[config.mk]
export PLATFORM = sky130hd
export DESIGN_NAME = fft_twiddle_sequencer
export DESIGN_NICKNAME = d
export VERILOG_FILES = /design/src/rtl/fft_twiddle_sequencer.sv
export SDC_FILE = /design/constraint.sdc
export NUM_CORES = 1
export LEC_CHECK = 0
export CAP_MARGIN = 10
export CORE_AREA = 2 2 435 437
export CTS_BUF_LIST = sky130_fd_sc_hd__clkbuf_4
export CTS_CLUSTER_DIAMETER = 150
export DETAILED_ROUTE_END_ITERATION = 7
export DIE_AREA = 0 0 437 439
export PLACE_DENSITY_LB_ADDON = 0.08
export SLEW_MARGIN = 10
export SYNTH_ARGS = -nofsm -noshare
export SYNTH_HDL_FRONTEND = slang
export SYNTH_SLANG_ARGS = --single-unit
[constraint.sdc]
create_clock -name clk -period 6.9 [get_ports clk]
set_clock_uncertainty 0.05 [all_clocks]
set_input_delay 1.38 -clock clk [delete_from_list [all_inputs] [get_ports clk]]
set_output_delay 1.38 -clock clk [all_outputs]
set_load 0.005 [all_outputs]
[src/rtl/fft_twiddle_sequencer.sv]
// Stage/butterfly walker for a radix-2 DIT FFT.
// Emits one registered index/twiddle command per accepted transfer.
module fft_twiddle_sequencer #(
  parameter  int BIT_WIDTH  = 32,
  parameter  int DECIMAL_PT = 16,
  parameter  int N_SAMPLES  = 32,
  localparam int LOG_N      = $clog2(N_SAMPLES),
  localparam int SW         = (LOG_N > 1) ? $clog2(LOG_N) : 1
) (
  input  logic                 clk,
  input  logic                 reset,
  input  logic [BIT_WIDTH-1:0] sine_wave_in [N_SAMPLES],
  input  logic                 recv_val,
  output logic                 recv_rdy,
  output logic                 send_val,
  input  logic                 send_rdy,
  output logic [LOG_N-1:0]     send_idx_a,
  output logic [LOG_N-1:0]     send_idx_b,
  output logic [SW-1:0]        send_stage,
  output logic [BIT_WIDTH-1:0] send_tw_re,
  output logic [BIT_WIDTH-1:0] send_tw_im,
  output logic                 send_last,
  output logic                 busy
);

  localparam int BW = LOG_N - 1;

  localparam logic [BW-1:0]    B_LAST = '1;
  localparam logic [SW-1:0]    S_LAST = SW'(LOG_N - 1);
  localparam logic [LOG_N-1:0] QTR    = LOG_N'(N_SAMPLES / 4);

  // A Q-format with no integer bit cannot hold the +1.0 table entries.
  if (DECIMAL_PT >= BIT_WIDTH - 1) begin : g_fmt_too_narrow
  end

  typedef enum logic {
    IDLE = 1'b0,
    RUN  = 1'b1
  } state_t;

  typedef struct packed {
    logic [LOG_N-1:0]     idx_a;
    logic [LOG_N-1:0]     idx_b;
    logic [SW-1:0]        stage;
    logic [BIT_WIDTH-1:0] tw_re;
    logic [BIT_WIDTH-1:0] tw_im;
    logic                 last;
  } cmd_t;

  state_t state_q;
  state_t state_d;

  logic [SW-1:0] s_q;
  logic [SW-1:0] s_d;
  logic [BW-1:0] b_q;
  logic [BW-1:0] b_d;

  logic load;
  logic clear;
  logic at_end;

  cmd_t cmd_q;
  cmd_t cmd_d;

  logic [LOG_N-1:0] bb;
  logic [LOG_N-1:0] half;
  logic [LOG_N-1:0] j;
  logic [LOG_N-1:0] g;
  logic [LOG_N-1:0] ia;
  logic [LOG_N-1:0] k;

  assign at_end = (s_q == S_LAST) && (b_q == B_LAST);

  always_comb begin
    state_d = state_q;
    s_d     = s_q;
    b_d     = b_q;
    load    = 1'b0;
    clear   = 1'b0;
    unique case (state_q)
      IDLE: begin
        if (recv_val) begin
          state_d = RUN;
          s_d     = '0;
          b_d     = '0;
          load    = 1'b1;
        end
      end
      RUN: begin
        if (send_rdy) begin
          load = 1'b1;
          if (at_end) begin
            state_d = IDLE;
            s_d     = '0;
            b_d     = '0;
            clear   = 1'b1;
          end else if (b_q == B_LAST) begin
            b_d = '0;
            s_d = s_q + 1'b1;
          end else begin
            b_d = b_q + 1'b1;
          end
        end
      end
    endcase
  end

  // Command for the (s,b) the counters move to on this edge.
  always_comb begin
    bb   = LOG_N'(b_d);
    half = LOG_N'(1) << s_d;
    j    = bb & (half - 1'b1);
    g    = bb >> s_d;
    ia   = ((g << s_d) << 1) | j;
    k    = j << (S_LAST - s_d);

    cmd_d       = '0;
    cmd_d.idx_a = ia;
    cmd_d.idx_b = ia + half;
    cmd_d.stage = s_d;
    cmd_d.tw_re = sine_wave_in[k + QTR];
    cmd_d.tw_im = '0 - sine_wave_in[k];
    cmd_d.last  = (s_d == S_LAST) && (b_d == B_LAST);
    if (clear) begin
      cmd_d = '0;
    end
  end

  always_ff @(posedge clk or posedge reset) begin
    if (reset) begin
      state_q <= IDLE;
      s_q     <= '0;
      b_q     <= '0;
      cmd_q   <= '0;
    end else begin
      state_q <= state_d;
      s_q     <= s_d;
      b_q     <= b_d;
      if (load) begin
        cmd_q <= cmd_d;
      end
    end
  end

  assign recv_rdy   = (state_q == IDLE);
  assign send_val   = (state_q == RUN);
  assign busy       = (state_q == RUN);
  assign send_idx_a = cmd_q.idx_a;
  assign send_idx_b = cmd_q.idx_b;
  assign send_stage = cmd_q.stage;
  assign send_tw_re = cmd_q.tw_re;
  assign send_tw_im = cmd_q.tw_im;
  assign send_last  = cmd_q.last;

endmodule

---- Yosys cells after proc, flatten, opt, wreduce, memory -nomap -nowiden ----
Index checks and enable logic that the tools add are counted.
storage, ports and cells
  register bits after elaboration ......... 86
  latch bits .............................. 0
  bits in writable memories ............... 0
  bits in read-only memories .............. 0
  output and inout port bits .............. 81
  logic and storage cells ................. 59
  memories kept ........................... 0
cells by class
  add/sub/neg operators ................... 7
  multipliers ............................. 0
  divide/modulo/power cells ............... 0
  magnitude comparators ................... 2
  eq/ne operators ......................... 4
  shifts and indexed selects .............. 4
  mux-type cells .......................... 26
  bitwise operators ....................... 5
  reduce and logical (&&, ||, !) cells .... 2
operators with widths
  operator               number
  $bmux 32 s5            2
  $mux 32                4
  $mux 78                1
  $sub 1x32->32 const A  1
  $mux 4                 4
  $ge 6x6->1 const B     2
  $mux 3                 4
  $not 5->6              2
  $eq 4x4->1 const B     2
  $pmux 4 s2             1
  $mux 1                 7
  $eq 3x3->1 const B     2
  $pmux 3 s2             1
  $add 5x4->5 const B    1
  $add 5x5->5            1
  $and 4x5->5            1
  $or 5x5->5             1
  $shl 1x3->5 const A    1
  $shl 5x3->4            1
  $shl 5x3->5            1
  $shr 4x3->5            1
  $sub 5x1->5 const B    1
  $add 4x1->4 const B    1
  $pmux 1 s2             2
  other kinds (4)        5

---- Logic depth before layout (Yosys ltp) ----
Gate-level depths: netlist of run 1.
  depth in word-level cells ............... 15
  mapped depth ............................ 31
  mapped depth without buffers ............ 22

---- Worst setup path before layout of run 1 ----
No wires, ideal clock.
  path type ............................... input port to flip-flop
  start ................................... in send_rdy
  end ..................................... reg cmd_q (netlist bit send_tw_im[26])
  setup time .............................. 0.126 ns
  arrival ................................. 7.173 ns
  required time ........................... 6.724 ns
  setup slack ............................. -0.449 ns
  cell stages on the path ................. 29
  buffers on the path ..................... 12
  cell sequence ........................... buf_4 and4_4 buf_6 and4_4 nor2_4 inv_2 buf_2 buf_2 buf_2 clkbuf_1 nor2_1 ha_1 nand2b_1 clkbuf_1 nor4_2 nand2_1 buf_2 buf_2 buf_6 buf_2 mux2i_1 o22ai_1 nor2_1 ha_1 nand4bb_1 or2_2 clkbuf_1 o311a_1 a221o_1
on the way
  word-level cells in the longest chain between the ends .. 12
  elaborated cells on any way between the ends .. 19
  those cells by class .................... add/sub (3); shift (2); mux (12); bitwise (2)
ends and longest elaborated chain
  element                                          line  text
  start, declared                                  16    input logic send_rdy,
  $mux 3 (*)                                       90    if (send_rdy) begin
  $pmux 3 s2 (*)                                   80    unique case (state_q)
  via s_d[1]                                       54    logic [SW-1:0] s_d;
  $shl 1x3->5                                      111   half = LOG_N'(1) << s_d;
  $sub 5x1->5                                      112   j = bb & (half - 1'b1);
  $and 4x5->5                                      112
  $shl 5x3->5 (*)                                  115   k = j << (S_LAST - s_d);
  $not 5->6 (not written as such) (*)              122   cmd_d.tw_im = '0 - sine_wave_in[k];
  $bmux 32 s5 (*)                                  122
  $mux 32 (not written as such) (*) (2 in series)  122
  $sub 1x32->32 (*)                                122
  $mux 78 (*)                                      124   if (clear) begin
  end signal, assigned                             140   cmd_q <= cmd_d;
  end, declared                                    62    cmd_t cmd_q;
Mark *: on every way through the listed nets, which the timed path passes. The rest lies on a longest branch. The select of a mux whose other input is x is not followed.
A chain may end at the register's enable or synchronous reset.

---- Final worst setup path of run 1 ----
  start ................................... in send_rdy
  end ..................................... reg cmd_q (netlist bit send_tw_im[26])
on the way
  word-level cells in the longest chain between the ends .. 12
  elaborated cells on any way between the ends .. 19
  those cells by class .................... add/sub (3); shift (2); mux (12); bitwise (2)
ends and longest elaborated chain
  element                                      line
  $mux 3                                       90
  $pmux 3 s2                                   80
  $shl 1x3->5                                  111
  $sub 5x1->5                                  112
  $and 4x5->5                                  112
  $shl 5x3->5                                  115
  $not 5->6 (not written as such)              122
  $bmux 32 s5                                  122
  $mux 32 (not written as such) (2 in series)  122
  $sub 1x32->32                                122
  $mux 78                                      124
Parallel ways exist; a longest one is shown, timed or not. The select of a mux whose other input is x is not followed.

==> run_results.csv, run 1 <==
group,metric,value,unit
hold_path,worstHoldPathCells,2,
power,p_leak,12.6,nW
grt,grt_pass1_wl,239000,um
timing,fin_crit_sh,96.4,%
setup_path,required,7430,ps
power,p_total,17.1,mW
yosys,synth_top_family_by_area,"multiplexers",
placed_design,dp.cells,6040,
routing,wire_per_inst,30.3,um
die,die_area,192000,um^2
setup_path,crit_path_start,"send_rdy",
grt,overflow,0,
setup_path,crit_fanout,22,
clock_network,path_clk_slew,200,ps
yosys,synth-async-reset-ratio,100,%
die,core-area,187000,um^2
clock_network,cts.sinks,86,
yosys,synth.distinct_cells,97,
yosys,synthCells,2218,
routing,dr.pass1.iters,5,
setup_path,crit_type,"primary input to flop",
setup_path,worstReg2RegStart,"s_q[0]",
timing,fmax,0.150,GHz
timing,finalHoldViolCount,0,
setup_path,cp_num_buf_inv,9,
routing,avgViaCountPerCell,3.83,
die,row_count,159,
clock_network,cts_tree,"built",
yosys,synth-xor-area-share,0.862,%
finish,layoutNonFillerInstCount,6079,
timing,setup_viol,0,
setup_path,end_kind,"flop",
placed_design,dp_hpwl,159000,um
yosys,syn_area,16300,um^2
timing,maxSlewViolCount,0,
flow_run,cap_violations,0,
grt,antenna_found_initial,76,
yosys,synth_ff_type,"dfrtp_1",
timing,slew_headroom,21.0,%
yosys,syn_nets,3256,
grt,grt_pass1_vias,24700,
setup_path,cpPeakStageDelay,640,ps
placed_design,port_buffers,1108,
grt,grtUsageTotal,18.4,%
hold_path,min_path_type,"flop to flop",
routing,drt_iter0_markers,1253,
timing,setup_slack,251,ps
die,io_pins,1109,
power,p_per_area,508,nW/um^2
routing,drc,0,
finish,drive_gt1_share,16.1,%
finish,ff_latch_area,2150,um^2
power,clkPwrFrac,2.5,%
power,swShare,55.2,%
hold_path,hp-start,"send_tw_re[10]",
clock_network,clk_path_buf_depth,2,
timing,max_slew.worst_pin.slew,1190,ps
setup_path,r2r-end,"send_tw_im[26]",
setup_path,crit_path_top_delay_cell,"clkdlybuf4s50_1",
power,ir_worst_vdd,218,uV
routing,via_count,23300,
clock_network,root_buffer,"clkbuf_4",
die,fp.dieW,437,um
placed_design,place_congestion,0.825,
placed_design,pre_cts_ws,-802,ps
finish,syn2layout_area_growth,108,%
power,power_frac_seq,5.5,%
die,initial_core_util,8.69,%
hold_path,whs_endpoint,"send_tw_re[10]",
yosys,seq_area_frac_synth,13.2,%
power,comb_power_share,92.0,%
setup_path,ff2ff_setup_slack,720,ps
die,die_y,439,um
yosys,yosys-mux-area-fraction,29.3,%
run_status,outcome,"completed",
yosys,syn_avg_cell_area,7.33,um^2
finish,nets,4596,
setup_path,cp_top_family,"simple AND/OR/NAND/NOR gates",
setup_path,worst-r2r-cell-count,27,
clock_network,postCtsHoldBufs,0,
yosys,ys_ff_latch,86,
power,power_switching,9.45,mW
grt,grt_max_degree,66,
yosys,synth-compound-area-share,23.5,%
finish,multi_input_area,13200,um^2
finish,fillers,21300,
setup_path,crit_arrival,7170,ps
yosys,synth-adder-area-share,0.816,%
yosys,yosys_warnings,0,
finish,final_util,18.0,%
setup_path,cp-start-kind,"primary input",
setup_path,cp_common_cell,"buf_12",
clock_network,htreeDepth,3,
clock_network,cts_buffers,9,
timing,period_minus_slack,6650,ps
clock_network,clock_latency,720,ps
yosys,synth-edff-count,0,
power,intPower,7.68,mW
routing,antenna_left,0,
routing,wl,184000,um
timing,rsz0062_at_grt,"false",
yosys,synth-simple-area-share,25.1,%
cells in the final DEF, fill, tap and decap left out, types with 24 or more instances in the layout:
cell             netlist  layout
a221oi_1              30      28
clkdlybuf4s50_1        0    1108
a31oi_1               24      24
nand4_1               35      35
nand2_1              422     418
dfrtp_1               86      86
and3_1                35      35
nand3_1              126     125
nor2_1               103      96
mux2_2                32      31
a211oi_1              26      24
mux2i_1              432     431
buf_4                 20     377
a21oi_1               97      97
o21ai_0              150     150
nor3_1                27      25
buf_12                 0      52
worst register-to-register path: stages (launching register included):
cell and delay [ps]:
dfrtp_1 560, inv_1 100, ha_1 260, nand2_1 200
and4_4 280, nor2_4 50, clkinv_2 70, nor2_1 60
ha_1 310, buf_4 130, nand2b_4 80, buf_4 160
nor2_4 160, buf_12 180, buf_12 220, mux2i_1 510
o2bb2ai_1 130, a211oi_1 210, buf_4 190, nand4b_1 130
nand4_2 140, buf_12 150, nor4_4 370, buf_12 180
nand3_4 70, or4b_4 520, o311a_1 340, a221o_1 260
metrics by stage:
| step | hold slack, ps | TNS [ps] | instance area, um^2 |
|---|---|---|---|
| 4_1_cts | 461 | 0 | 33600 |
| 2_1_floorplan | 423 | 0 | 16400 |
| 3_5_place_dp | 417 | -14030 | 33500 |
| 5_1_grt | 487 | 0 | 33700 |
| 6_report | 456 | 0 | 33700 |
| 3_3_place_gp | 418 | -21190 | 33500 |
power groups by stage:
stage          registers (mW)  clock network (mW)  logic [mW]
2_1_floorplan           0.927                   0        7.14
3_3_place_gp            0.970                   0        16.3
3_5_place_dp            0.972                   0        16.2
4_1_cts                 0.960               0.475        16.3
5_1_grt                 0.988               0.480        17.1
6_report                0.949               0.426        15.8
registers in the layout, indices dropped and copies added, names as in the netlist:
signal      count
send_idx_b      5
send_tw_re     32
send_idx_a      5
send_tw_im     32
busy            1
b_q             4
send_last       1
send_stage      3
s_q             3
per-layer routing:
layer	track usage, %	wire length (um)
met1	22.2	77300
met2	34.7	97600
met3	3.43	8170
met4	1.09	1180
met5	0	231
what timing repair did:
item,4_1_cts,5_1_grt
endpoints found under the hold margin,0,0
pin swaps,0,3
setup endpoints to repair,2,19
cloned,0,1
setup buffers,0,1
gates resized for setup,1,8
Yosys cell counts (21+ instances only):
master,instances,area (um^2)
a211oi_1,26,195
a31oi_1,24,150
nand3_1,126,631
dfrtp_1,86,2150
nor2_1,103,387
mux2_2,32,360
a311oi_1,22,193
a221oi_1,30,263
nand2_1,422,1580
a21oi_1,97,485
nand4_1,35,219
mux2i_1,432,4320
buf_2,75,375
and3_1,35,219
o21ai_0,150,751
nor3_1,27,135
a222oi_1,22,220
and2_1,21,131
clkbuf_1,84,315
layout make-up:
cell class,count,share of cell area [%]
multi-input cells,1906,39.2
clock buffers,9,0.200
repair buffers,1537,44.3
well taps,2495,9.25
inverters,18,0.219
diodes,21,0.156
flip-flops and latches,86,6.38
clock inverters,7,0.241
logic make-up (layout without fill, tap and decap cells):
group / Yosys count / after routing
muxes: 469 / 469
DFF: 86 / 86
buffers and inverters: 227 / 1571
other: 1 / 22
and+or+nand+nor: 857 / 857
xor gates and xnor gates: 16 / 16
AOI/OAI and AO/OA: 552 / 553
adders and majority gates: 10 / 10
how the worst max path moves through the flow:
stage,end,slack [ps],cells past startpoint
floorplan,send_tw_im[26],30,31
global placement,send_tw_im[26],-1070,23
detailed placement,send_tw_im[26],-800,24
CTS,send_tw_im[26],110,23
global route,send_tw_im[28],20,26
finish,send_tw_im[26],250,26
(Power assumes the default switching activity.)
==> run 2: changes to the inputs <==
--- a/config.mk
+++ b/config.mk
@@ -6,13 +6,14 @@
 export NUM_CORES = 1
 export LEC_CHECK = 0
 export CAP_MARGIN = 10
-export CORE_AREA = 2 2 435 437
+export CORE_AREA = 2 2 427 429
 export CTS_BUF_LIST = sky130_fd_sc_hd__clkbuf_4
 export CTS_CLUSTER_DIAMETER = 150
 export DETAILED_ROUTE_END_ITERATION = 7
-export DIE_AREA = 0 0 437 439
+export DIE_AREA = 0 0 429 431
+export DONT_BUFFER_PORTS = 1
 export PLACE_DENSITY_LB_ADDON = 0.08
-export SLEW_MARGIN = 10
+export SLEW_MARGIN = 30
 export SYNTH_ARGS = -nofsm -noshare
 export SYNTH_HDL_FRONTEND = slang
 export SYNTH_SLANG_ARGS = --single-unit
==> run 2 against run 1 <==
Register-to-register slack worse by 430 ps; global-route usage is 1.3 points lower; sequential share of layout area is 4.0 points higher; critical path depth is 2 lower; final area is 38% lower; clock power is 3% lower; critical path type is now flop to flop.
==> run_results.csv, run 2 (same netlist as run 1, synthesis figures left out) <==
group,metric,value,unit
run_status,outcome,"completed",
routing,wl,166000,um
clock_network,clock_latency,760,ps
clock_network,clk_path_buf_depth,2,
power,p_total,15.0,mW
setup_path,crit_path_top_delay_cell,"a222oi_1",
routing,antenna_left,0,
setup_path,worst-r2r-cell-count,24,
clock_network,cts_tree,"built",
grt,grt_pass1_vias,19800,
setup_path,cp_top_family,"compound AO/OA/AOI/OAI gates",
setup_path,cp_num_buf_inv,6,
die,initial_core_util,9.02,%
routing,drc,0,
placed_design,port_buffers,0,
timing,finalHoldViolCount,0,
finish,syn2layout_area_growth,28.4,%
clock_network,cts.sinks,86,
die,fp.dieW,429,um
routing,via_count,19300,
timing,setup_viol,0,
setup_path,critical_path_depth,24,
timing,fin_tns_setup,0,ps
setup_path,cpPeakStageDelay,730,ps
placed_design,place_congestion,0.867,
timing,slew_headroom,34.9,%
die,core-area,180000,um^2
setup_path,crit_path_start,"s_q[0]",
routing,drt_iter0_markers,1526,
setup_path,cp-start-kind,"flop",
timing,setup_slack,286,ps
routing,dr.pass1.iters,7,
finish,fillers,20800,
setup_path,required,7460,ps
finish,fin_area,20900,um^2
timing,period_minus_slack,6610,ps
clock_network,postCtsHoldBufs,0,
timing,fmax,0.151,GHz
setup_path,worstReg2RegStart,"s_q[0]",
placed_design,pre_cts_ws,-489,ps
setup_path,end_kind,"flop",
grt,antenna_found_initial,56,
hold_path,min_path_type,"primary input to async pin",
finish,most-common-layout-cells,"mux2i_1 (428), nand2_1 (419), buf_4 (219)",
setup_path,crit_fanout,34,
finish,layoutNonFillerInstCount,4666,
die,die_area,185000,um^2
clock_network,htreeDepth,3,
flow_run,cap_violations,0,
grt,grtUsageTotal,17.1,%
finish,nets,3308,
routing,wire_per_inst,35.5,um
die,row_count,156,
timing,maxSlewViolCount,0,
routing,avgViaCountPerCell,4.14,
setup_path,crit_type,"flop to flop",
setup_path,crit_arrival,7180,ps
grt,grt_pass1_wl,210000,um
power,ir_worst_vdd,204,uV
grt,overflow,0,
clock_network,path_clk_slew,320,ps
power,p_per_area,719,nW/um^2
clock_network,cts_buffers,9,
setup_path,r2r-end,"send_tw_im[28]",
clock_network,root_buffer,"clkbuf_4",
finish,final_common_cell,"mux2i_1",
placed_design,dp_hpwl,143000,um
setup_path,crit_chain,"inv_1 > ha_1 > a21oi_1 > nor3b_2 > nor2_4 > inv_2 > nor2_1 > ha_1 > nand2b_4 > buf_4 > nor2_4 > buf_12 > buf_12 > mux2i_1 > o21ai_0 > a222oi_1 > mux2_2 > o22a_1 > o221a_2 > nand4_1 > buf_4 > or4b_4 > o311a_1 > a221o_1",
grt,grt_max_degree,60,
power,p_leak,7.26,nW
placed_design,dp.cells,4628,
timing,hold_ws,451,ps
finish,final_util,11.6,%
finish,drive_gt1_share,17.5,%
die,die_y,431,um
timing,max_slew.worst_pin.slew,977,ps
setup_path,crit_path_end,"send_tw_im[28]",
die,io_pins,1109,
placed_design,place_area,20600,um^2
setup_path,ff2ff_setup_slack,290,ps
timing,fin_crit_sh,95.8,%
-- run 2: cell types whose count changed in the layout (fill, tap and decap cells not counted), sizes merged --
| cell | change |
|---|---|
| clkdlybuf4s50 | -1108 |
| a221o | -1 |
| inv | +1 |
| buf | -179 |
| clkinvlp | +1 |
| clkinv | -1 |
| bufinv | -1 |
-- run 2: area by class of cell --
type                    count  area (um^2)  area share [%]
diodes                     21         52.6           0.252
clock buffers               9         67.6           0.324
clock inverters             7         63.8           0.306
inverters                  18         73.8           0.354
multi-input cells        1905        13200            63.4
flip-flops and latches     86         2160            10.3
well taps                2370         2970            14.2
repair buffers            250         2260            10.9
-- run 2: report_power, final --
part / internal (mW) / total (mW) / leakage [nW] / switching [mW]
sequential: 0.762 / 1.26 / 1.04 / 0.497
clock: 0.0814 / 0.413 / 0.0671 / 0.332
combinational: 4.91 / 13.3 / 6.15 / 8.41
-- run 2: how the worst min path moves through the flow --
stage,start,endpoint,slack [ps],depth (start not counted)
after floorplan,send_tw_im[13],send_tw_im[13],420,2
after global placement,send_idx_a[0],send_idx_a[0],460,2
after detailed placement,send_idx_b[4],send_idx_b[4],460,2
after CTS,reset,busy,370,1
after global routing,reset,busy,370,1
final,reset,busy,450,1
-- run 2: layer usage --
| layer | track usage [%] | share of wire [%] | up-vias | wire, um |
|---|---|---|---|---|
| met2 | 30.2 | 50 | 861 | 82500 |
| met4 | 2.34 | 1.5 | 16 | 2560 |
| met5 | 0 | 0.057 | - | 95 |
| li1 | - | - | 8462 | - |
| met3 | 3.89 | 6.1 | 118 | 10100 |
| met1 | 21.5 | 43 | 9872 | 70500 |
-- run 2: what timing repair did --
action | in CTS | in global routing
setup buffers | 0 | 1
setup endpoints to repair | 2 | 16
pin swaps | 0 | 2
resized for setup | 1 | 7
